`config.mk`:
```
export PLATFORM = sky130hd
export DESIGN_NAME = dff_shift_ctrl
export DESIGN_NICKNAME = d
export VERILOG_FILES = /design/src/rtl/dff_shift_ctrl.sv
export SDC_FILE = /design/constraint.sdc
export NUM_CORES = 1
export LEC_CHECK = 0
export CORE_MARGIN = 2
export CORE_UTILIZATION = 52
export CTS_CLUSTER_SIZE = 28
export DETAILED_ROUTE_END_ITERATION = 10
export PLACE_DENSITY_LB_ADDON = 0.08
export REMOVE_ABC_BUFFERS = 1
export SLEW_MARGIN = 0
export SYNTH_ARGS = -nofsm -noshare
export SYNTH_HDL_FRONTEND = slang
export SYNTH_SLANG_ARGS = --single-unit
```
`constraint.sdc`:
```
create_clock -name clk -period 2.5 [get_ports clk]
set_input_delay 0.375 -clock clk [delete_from_list [all_inputs] [get_ports clk]]
set_output_delay 0.375 -clock clk [all_outputs]
set_load 0.01 [all_outputs]
```
`src/rtl/dff_shift_ctrl.sv`:
```
// Serialiser that feeds a single-bit flop datapath: accepts a parallel word on a
// valid/ready handshake and presents it one bit per clock. Optional parity: DFF_SHIFT_CTRL_PARITY_EN.
module dff_shift_ctrl #(
    parameter int unsigned WIDTH     = 8,
    parameter bit          LSB_FIRST = 1'b1
) (
    input  logic             clk,
    input  logic             rst_n,
    input  logic             start_valid,
    output logic             start_ready,
    input  logic [WIDTH-1:0] data_in,
    output logic             d_out,
    output logic             d_valid,
    output logic             busy,
    output logic             done
);

    localparam int unsigned CNT_W = $clog2(WIDTH + 1);

`ifdef DFF_SHIFT_CTRL_PARITY_EN
    typedef enum logic [1:0] {S_IDLE = 2'd0, S_SHIFT = 2'd1, S_DONE = 2'd2, S_PAR = 2'd3} state_e;
`else
    typedef enum logic [1:0] {S_IDLE = 2'd0, S_SHIFT = 2'd1, S_DONE = 2'd2} state_e;
`endif

    state_e             state_q, state_d;
    logic [WIDTH-1:0]   shreg_q, shreg_d;
    logic [CNT_W-1:0]   cnt_q, cnt_d;
    logic               d_out_q, d_out_d;
    logic               d_valid_q, d_valid_d;
    logic               done_q, done_d;
`ifdef DFF_SHIFT_CTRL_PARITY_EN
    logic               parity_q, parity_d;
`endif

    logic               last_bit;
    assign last_bit = (cnt_q == CNT_W'(WIDTH));

    // State and datapath registers
    always_ff @(posedge clk or negedge rst_n) begin
        if (!rst_n) begin
            state_q   <= S_IDLE;
            shreg_q   <= '0;
            cnt_q     <= '0;
            d_out_q   <= 1'b0;
            d_valid_q <= 1'b0;
            done_q    <= 1'b0;
`ifdef DFF_SHIFT_CTRL_PARITY_EN
            parity_q  <= 1'b0;
`endif
        end else begin
            state_q   <= state_d;
            shreg_q   <= shreg_d;
            cnt_q     <= cnt_d;
            d_out_q   <= d_out_d;
            d_valid_q <= d_valid_d;
            done_q    <= done_d;
`ifdef DFF_SHIFT_CTRL_PARITY_EN
            parity_q  <= parity_d;
`endif
        end
    end

    // Next-state logic
    always_comb begin
        state_d = state_q;
        case (state_q)
            S_IDLE:  if (start_valid) state_d = S_SHIFT;
`ifdef DFF_SHIFT_CTRL_PARITY_EN
            S_SHIFT: if (last_bit) state_d = S_PAR;
            S_PAR:   state_d = S_DONE;
`else
            S_SHIFT: if (last_bit) state_d = S_DONE;
`endif
            S_DONE:  state_d = S_IDLE;
            default: state_d = S_IDLE;
        endcase
    end

    // Registered-output and datapath next values; the register holds the not-yet-sent bits
    always_comb begin
        shreg_d   = shreg_q;
        cnt_d     = cnt_q;
        d_out_d   = 1'b0;
        d_valid_d = 1'b0;
        done_d    = 1'b0;
`ifdef DFF_SHIFT_CTRL_PARITY_EN
        parity_d  = parity_q;
`endif
        case (state_q)
            S_IDLE: begin
                if (start_valid) begin
                    d_valid_d = 1'b1;
                    cnt_d     = CNT_W'(1);
                    if (LSB_FIRST) begin
                        d_out_d = data_in[0];
                        shreg_d = data_in >> 1;
                    end else begin
                        d_out_d = data_in[WIDTH-1];
                        shreg_d = data_in << 1;
                    end
`ifdef DFF_SHIFT_CTRL_PARITY_EN
                    parity_d  = ^data_in;
`endif
                end
            end
            S_SHIFT: begin
                if (!last_bit) begin
                    d_valid_d = 1'b1;
                    cnt_d     = cnt_q + CNT_W'(1);
                    if (LSB_FIRST) begin
                        d_out_d = shreg_q[0];
                        shreg_d = shreg_q >> 1;
                    end else begin
                        d_out_d = shreg_q[WIDTH-1];
                        shreg_d = shreg_q << 1;
                    end
                end else begin
                    cnt_d = '0;
`ifdef DFF_SHIFT_CTRL_PARITY_EN
                    d_out_d   = parity_q;
                    d_valid_d = 1'b1;
`else
                    done_d    = 1'b1;
`endif
                end
            end
`ifdef DFF_SHIFT_CTRL_PARITY_EN
            S_PAR: done_d = 1'b1;
`endif
            default: begin
                cnt_d = '0;
            end
        endcase
    end

    assign start_ready = (state_q == S_IDLE);
    assign busy        = (state_q != S_IDLE);
    assign d_out       = d_out_q;
    assign d_valid     = d_valid_q;
    assign done        = done_q;

endmodule

```
## Word-level counts from Yosys, hierarchy flattened

Index checks and enable logic that the tools add are counted.

- Add/sub/neg operators: 1
- Eq/ne operators: 5
- Muxes and demuxes: 17
- Reductions and logical operators: 5

Operators with widths:

| cell | count |
|---|---|
| $mux 8 | 2 |
| $pmux 8 s2 | 1 |
| $mux 4 | 2 |
| $pmux 4 s2 | 1 |
| $mux 1 | 6 |
| $ne 2x2->1 const B | 3 |
| $add 4x1->4 const B | 1 |
| $eq 4x4->1 const B | 1 |
| $mux 2 | 2 |
| $pmux 1 s2 | 2 |
| $pmux 2 s2 | 1 |
| $reduce_bool 2->1 | 2 |
| $reduce_and 3->1 | 1 |
| $eq 2x1->1 const B | 1 |
| $logic_not 2->1 | 1 |
| $reduce_and 2->1 | 1 |

- Logic and storage cells: 34
- Bits of input ports: 11
- Bits in registers: 17
- Output and inout bits: 5

## Longest topological paths before layout

Gate-level depths: netlist of run 1.

- Depth in word-level cells: 3
- Gate-level depth with buffers: 5
- Depth with buffers taken out: 5

## Worst setup path after synthesis of run 1

OpenSTA, ideal clock, no wires.

- Path type: register to register
- Start: reg cnt_q[0]
- End: reg shreg_q[0]
- Cell stages (with the launch flop): 6
- Data arrival time: 1481 ps
- Slack: 894 ps
- Path buffers: 0
- Data required time: 2375 ps
- Clock period less this slack: 1606 ps
- Library setup time: 125 ps
- Cells stage by stage: dfrtp_1 inv_1 ha_1 and4b_4 nor3_4 mux2_2

- Cells in the longest elaborated chain, start to end: 3

RTL lines:

| element | line | RTL |
|---|---|---|
| from (decl) | 28 | `logic [CNT_W-1:0] cnt_q, cnt_d;` |
| from (signal assigned) | 54 | `cnt_q <= cnt_d;` |
| $eq 4x4->1 | 37 | `assign last_bit = (cnt_q == CNT_W'(WIDTH));` |
| $ne 2x2->1 (no line) | n/a |  |
| $reduce_and 3->1 (no line) | n/a |  |
| to (signal assigned) | 53 | `shreg_q <= shreg_d;` |
| to (decl) | 27 | `logic [WIDTH-1:0] shreg_q, shreg_d;` |

No other way between the ends.
A chain may end at the register's enable or synchronous reset.

## Worst setup path in the final report of run 1

- Start: reg state_q[1]
- End: out start_ready

- Cells in the longest elaborated chain, start to end: 1

RTL lines:

| element | line | RTL |
|---|---|---|
| from (decl) | 26 | `state_e state_q, state_d;` |
| from (signal assigned) | 52 | `state_q <= state_d;` |
| $logic_not 2->1 | 137 | `assign start_ready = (state_q == S_IDLE);` |
| to (decl) | 10 | `output logic start_ready,` |

No other way between the ends.

==> metrics.txt, run 1 <==
outcome=finished, final reports clean; Post-Syn Area per Cell=11.7 µm²; Synth Area in Adders=3.19%; YS warnings=0; DRC violations left=0; Setup CP Type=register to primary output; Iter 0 DRT Violations=0; IO Pins=16; gr usage total=18.7%; IO Port Bufs=15; Root Buffer=clkbuf_4; setup TNS=0 ns; Vias/cell=5.39; P&R area growth vs syn=23.8%; Leakage=0.437 nW; Clock Path Buffers=2; total CTS buffers=3; WP data arrival=1.58 ns; unrepaired setup endpoints after global routing=no; reg2reg path depth=5; Core ar.=1450 µm²; post-synthesis mux area share=17.2%; commonest non-fill, non-tap cell in the layout=dfrtp_1; xor/xnor share of the synthesized area=1.12%; post-synthesis cell area=785 µm²; # fillers=112; clock sink count=16; post-DP HPWL=1.02 mm; clock transition at the registers of the reported paths=0.09 ns; Peak Freq=511 MHz; vias post-DR=539; total gr overflow=0; Mapped Cells=67; crit path max fanout=9; Compound-Gate Fraction of Synth Area=6.86%; initial core utilization=54.0%; Core Rows=14; post-cts resize count=0; Ant. Diodes=0; DP Cell Count=97; initial antenna violation count=0; number of hold buffers added after cts=0; main combinational cell family by area after synthesis=multiplexers; design area=971 µm²; DIE HEIGHT=42.8 µm; final setup margin=0.542 ns; remaining antenna violation count after routing=0; most frequent cells in the layout=16 x dfrtp_1, 15 x clkdlybuf4s50_1, 12 x mux2_2; WL per Instance=13.1 µm; # Max-Cap Violations=0; PD cells=1090 nW/µm²; dpl cell area=948 µm²; die area=1840 µm²; peak supply drop=0.000457 V; worst skew pair latency=0.27 ns; global-route wire length before repair=2.57 mm; Fin Clk Skew=0.00441 ns; CP Data Required Time=2.12 ns; Max Slew Vio Count=0; Setup WS pre-CTS=0.645 ns; Final min period=1.96 ns; final hold violations=0; Worst Setup Start Kind=register; final wirelength=1.31 mm; Placer Congestion=0.810; vias in the first global route=583; fraction of layout cells with a size suffix above 1=22.6%; utilization of the core after routing=66.8%; Final Setup Violations=0; H-tree Lvls=1; largest net degree at the start of global routing=17; normalized max-slew margin=52.9%; Register Area=400 µm²; Slew @ Worst Pin=0.705 ns; HP Class=register to register; final net count=99; non-filler instance count after layout=100; number of synthesized register bits=16; # Post-CTS Setup Buffers=0; unique cell type count in the Yosys netlist=21; area of the multi-input gates=344 µm²; CTS tree=yes; Die Width=42.8 µm; simple-gate area share of the yosys netlist=15.5%; hold path depth=1; period utilization=78.3%; CP Capture Type=primary output; sequential area share after synthesis=51.0%; drt first pass iters=1
report_power, final:
| group | switching, mW | internal (mW) |
|---|---|---|
| Combinational | 0.221 | 0.303 |
| Clock | 0.0700 | 0.0557 |
| Sequential | 0.0559 | 0.352 |
| Total | 0.347 | 0.711 |
per-stage QoR:
step           total power [mW]  hold WS (ns)
5_1_grt                    1.15         0.525
4_1_cts                    1.07         0.516
2_1_floorplan             0.767        0.0794
3_3_place_gp              0.932         0.486
3_5_place_dp              0.944         0.495
6_report                   1.06         0.510
path summary, 6_finish.rpt:
check,start,endpoint,slack (ns)
min in group asynchronous,rst_n,done,0.52
max in group asynchronous,rst_n,cnt_q[2],1.53
setup reg to reg,cnt_q[0],shreg_q[4],0.73
hold / removal,shreg_q[2],shreg_q[2],0.51
setup / recovery,state_q[1],start_ready,0.54
hold reg to reg,shreg_q[2],shreg_q[2],0.51
synth_stat cells:
master | n | area, µm²
dfrtp_1 | 16 | 400
mux2_2 | 12 | 135
inv_1 | 5 | 18.8
a21oi_1 | 4 | 20.0
nor2_1 | 4 | 15.0
nor2b_1 | 4 | 25.0
nand3_1 | 3 | 15.0
buf_2 | 2 | 10.0
ha_1 | 2 | 25.0
nand2_1 | 2 | 7.51
nand3b_1 | 2 | 15.0
o21ai_0 | 2 | 10.0
a22oi_1 | 1 | 7.51
and4b_4 | 1 | 13.8
buf_6 | 1 | 11.3
nand4b_1 | 1 | 8.76
nor3_1 | 1 | 5.00
nor3_4 | 1 | 16.3
o21bai_1 | 1 | 7.51
o32ai_1 | 1 | 8.76
xnor2_1 | 1 | 8.76
cell type report:
cell class | instances | share of cell area (%)
sequential | 16 | 41.2
multi-input combinational | 43 | 35.4
timing repair buffer | 17 | 17.0
clock buffer | 3 | 2.32
tap | 16 | 2.06
inverter | 5 | 1.93
registers in the layout, indices dropped and copies added (netlist names):
name,cells
cnt_q,4
d_out,1
d_valid,1
done,1
shreg_q,7
state_q,2
critical path, stage by stage, from the launching register on:
cell and delay [ns]:
dfrtp_1 0.50, nor2_1 0.23, clkdlybuf4s50_1 0.58
routing by layer:
| layer | wire [µm] | GRT usage, % | part of all wire, % |
|---|---|---|---|
| met5 | 0 | 0 | 0 |
| met4 | 8 | 10.0 | 0.61 |
| met3 | 47 | 3.83 | 3.6 |
| met2 | 683 | 31.2 | 52 |
| met1 | 567 | 22.3 | 43 |
logic make-up (layout without fill, tap and decap cells):
family	Yosys count	after routing
AO/OA/AOI/OAI	9	9
XOR/XNOR	1	1
adder cells (fa/ha/maj)	2	2
buffers and inverters	8	25
flip-flops	16	16
multiplexers	12	12
AND/OR/NAND/NOR	19	19
Note: power is estimated with default switching activity, not from simulation.
==> inputs of run 2 (changes only) <==
Settings changed: CORE_UTILIZATION 52 to 44.
Clock period 2.5 ns to 1.8 ns, I/O delays scaled along.
==> run 2 against run 1 <==
Against the previous run: sequential share of layout area down 2.5 points; highest routed layer unchanged; worst hold slack worse by 0.22 ns; critical endpoint unchanged; critical path depth stayed put; via count rose by 3.7%; die area grew 16%; largest power group unchanged; count of clock-buffer cells in the layout rose by 1; core utilization is 6.0 points lower; largest cell class unchanged; non-clock buffer count is 5 higher.
==> metrics.txt, run 2 (synthesis gave the netlist of run 1 again) <==
outcome=finished, final reports clean (unchanged); normalized max-slew margin=82.5% (was 52.9%); H-tree Lvls=1 (unchanged); vias post-DR=559 (was 539); unrepaired setup endpoints after global routing=no (unchanged); design area=1040 µm² (was 971 µm²); initial antenna violation count=0 (unchanged); GR Layer Usage met2=25.8% (was 31.2%); final net count=104 (was 99); area of the multi-input gates=347 µm² (was 344 µm²); drt first pass iters=4 (was 1); Fin Clk Skew=0.00327 ns (was 0.00441 ns); CTS tree=yes (unchanged); IO Pins=16 (unchanged); Leakage=0.467 nW (was 0.437 nW); Core Rows=15 (was 14); clock sink count=16 (unchanged); dpl cell area=990 µm² (was 948 µm²); largest registers=shreg_q: 7 flops, cnt_q: 4 flops, state_q: 2 flops (unchanged); global-route wire length before repair=2.36 mm (was 2.57 mm); total gr overflow=0 (unchanged); remaining antenna violation count after routing=0 (unchanged); HP Class=primary input to asynchronous set/reset pin (was register to register); slowest stage cell, crit path=clkdlybuf4s50_1 (unchanged); # Max-Cap Violations=0 (unchanged); Die Width=46.2 µm (was 42.8 µm); Placer Congestion=0.714 (was 0.810); Worst Setup Start Kind=register (unchanged); Max Slew Vio Count=0 (unchanged); initial core utilization=45.9% (was 54.0%); final wirelength=1.40 mm (was 1.31 mm); slowest stage delay, CP=0.56 ns (was 0.58 ns); Largest register FFs=7 (unchanged); critical path cell sequence=nor2_2, clkdlybuf4s50_1 (was nor2_1, clkdlybuf4s50_1); DRC violations left=0 (unchanged); total CTS buffers=3 (unchanged); post-DP HPWL=1.06 mm (was 1.02 mm); fraction of layout cells with a size suffix above 1=30.0% (was 22.6%); Reg with most FFs=shreg_q (unchanged); WL per Instance=12.2 µm (was 13.1 µm); worst skew pair latency=0.29 ns (was 0.27 ns); Core ar.=1710 µm² (was 1450 µm²); gr usage total=16.6% (was 18.7%); Final Setup Violations=0 (unchanged); Register Area=402 µm² (was 400 µm²); most frequent cells in the layout=15 x dfrtp_1, 15 x clkdlybuf4s50_1, 12 x mux2_2 (was 16 x dfrtp_1, 15 x clkdlybuf4s50_1, 12 x mux2_2); P&R area growth vs syn=32.2% (was 23.8%); IO Port Bufs=15 (unchanged); GR Util met1=19.4% (was 22.3%); DIE HEIGHT=46.2 µm (was 42.8 µm); Setup CP Type=register to primary output (unchanged); Root Buffer=clkbuf_4 (unchanged); die area=2140 µm² (was 1840 µm²); Iter 0 DRT Violations=5 (was 0); Peak Freq=582 MHz; Slew @ Worst Pin=0.261 ns (was 0.705 ns); CP Data Required Time=1.53 ns (was 2.12 ns); crit path max fanout=5 (was 9); # fillers=141 (was 112); Ant. Diodes=0 (unchanged); Vias/cell=4.86 (was 5.39); vias in the first global route=553 (was 583); largest net degree at the start of global routing=17 (unchanged); WP data arrival=1.45 ns (was 1.58 ns); Clock Path Buffers=2 (unchanged); Final min period=1.72 ns; setup TNS=0 ns (unchanged); global routing's busiest layer=met2 (unchanged); M3 GR Usage=7.06% (was 3.83%); utilization of the core after routing=60.7% (was 66.8%); CP Capture Type=primary output (unchanged); clock transition at the registers of the reported paths=0.09 ns (about the same); PD cells=1500 nW/µm² (was 1090 nW/µm²); number of hold buffers added after cts=0 (unchanged); period utilization=95.5%; final hold violations=0 (unchanged); peak supply drop=0.000796 V (was 0.000457 V)
run 2: per-stage QoR:
stage	total power [mW]	worst slack, ns	instances	hold WS, ns
5_1_grt	1.69	0.00263	115	0.301
4_1_cts	1.57	0.0244	114	0.280
3_3_place_gp	1.31	0.0974	110	0.487
3_5_place_dp	1.32	0.0392	110	0.493
2_1_floorplan	1.07	0.143	64	-0.0256
6_report	1.56	0.0807	115	0.288
run 2: worst max-delay path: cells and delay by family, from the launching register on:
family | cells | cell delay, ns
DFF | 1 | 0.45
buffers and inverters | 1 | 0.56
and+or+nand+nor | 1 | 0.16
run 2: path summary, 6_finish.rpt:
check	slack [ns]	to	from	depth (start not counted)
worst min-delay path	0.29	shreg_q[5]	rst_n	2
worst max register to register	0.10	shreg_q[1]	cnt_q[0]	6
max in group asynchronous	1.31	state_q[1]	rst_n	2
worst max-delay path	0.08	start_ready	state_q[1]	2
min in group clk	0.51	cnt_q[2]	state_q[1]	1
worst min register to register	0.51	cnt_q[2]	state_q[1]	1
run 2: final cells by class:
type / instances / area share (%)
clock buffer: 4 / 3.50
timing repair buffer: 22 / 19.5
sequential: 16 / 38.7
tap: 25 / 3.02
multi-input combinational: 43 / 33.4
inverter: 5 / 1.81
run 2: layer usage:
| metal | up-vias | share of wire (%) | wire (µm) |
|---|---|---|---|
| met5 | - | 0 | 0 |
| met4 | 0 | 2.1 | 29 |
| met3 | 5 | 3.9 | 54 |
| met2 | 10 | 49 | 682 |
| met1 | 266 | 45 | 635 |
| li1 | 278 | - | - |
run 2: what timing repair did:
item | in CTS | in global routing
endpoints found under the setup margin | 1 | 7
endpoints found under the hold margin | 0 | 0
resized for setup | 1 | 1
setup buffers | 0 | 1
pin swaps | 0 | 1
run 2: where the power goes:
part	leakage (nW)	total [mW]	switching (mW)	internal (mW)
sequential	0.200	0.577	0.0870	0.490
combinational	0.246	0.748	0.304	0.444
clock	0.0210	0.235	0.111	0.123
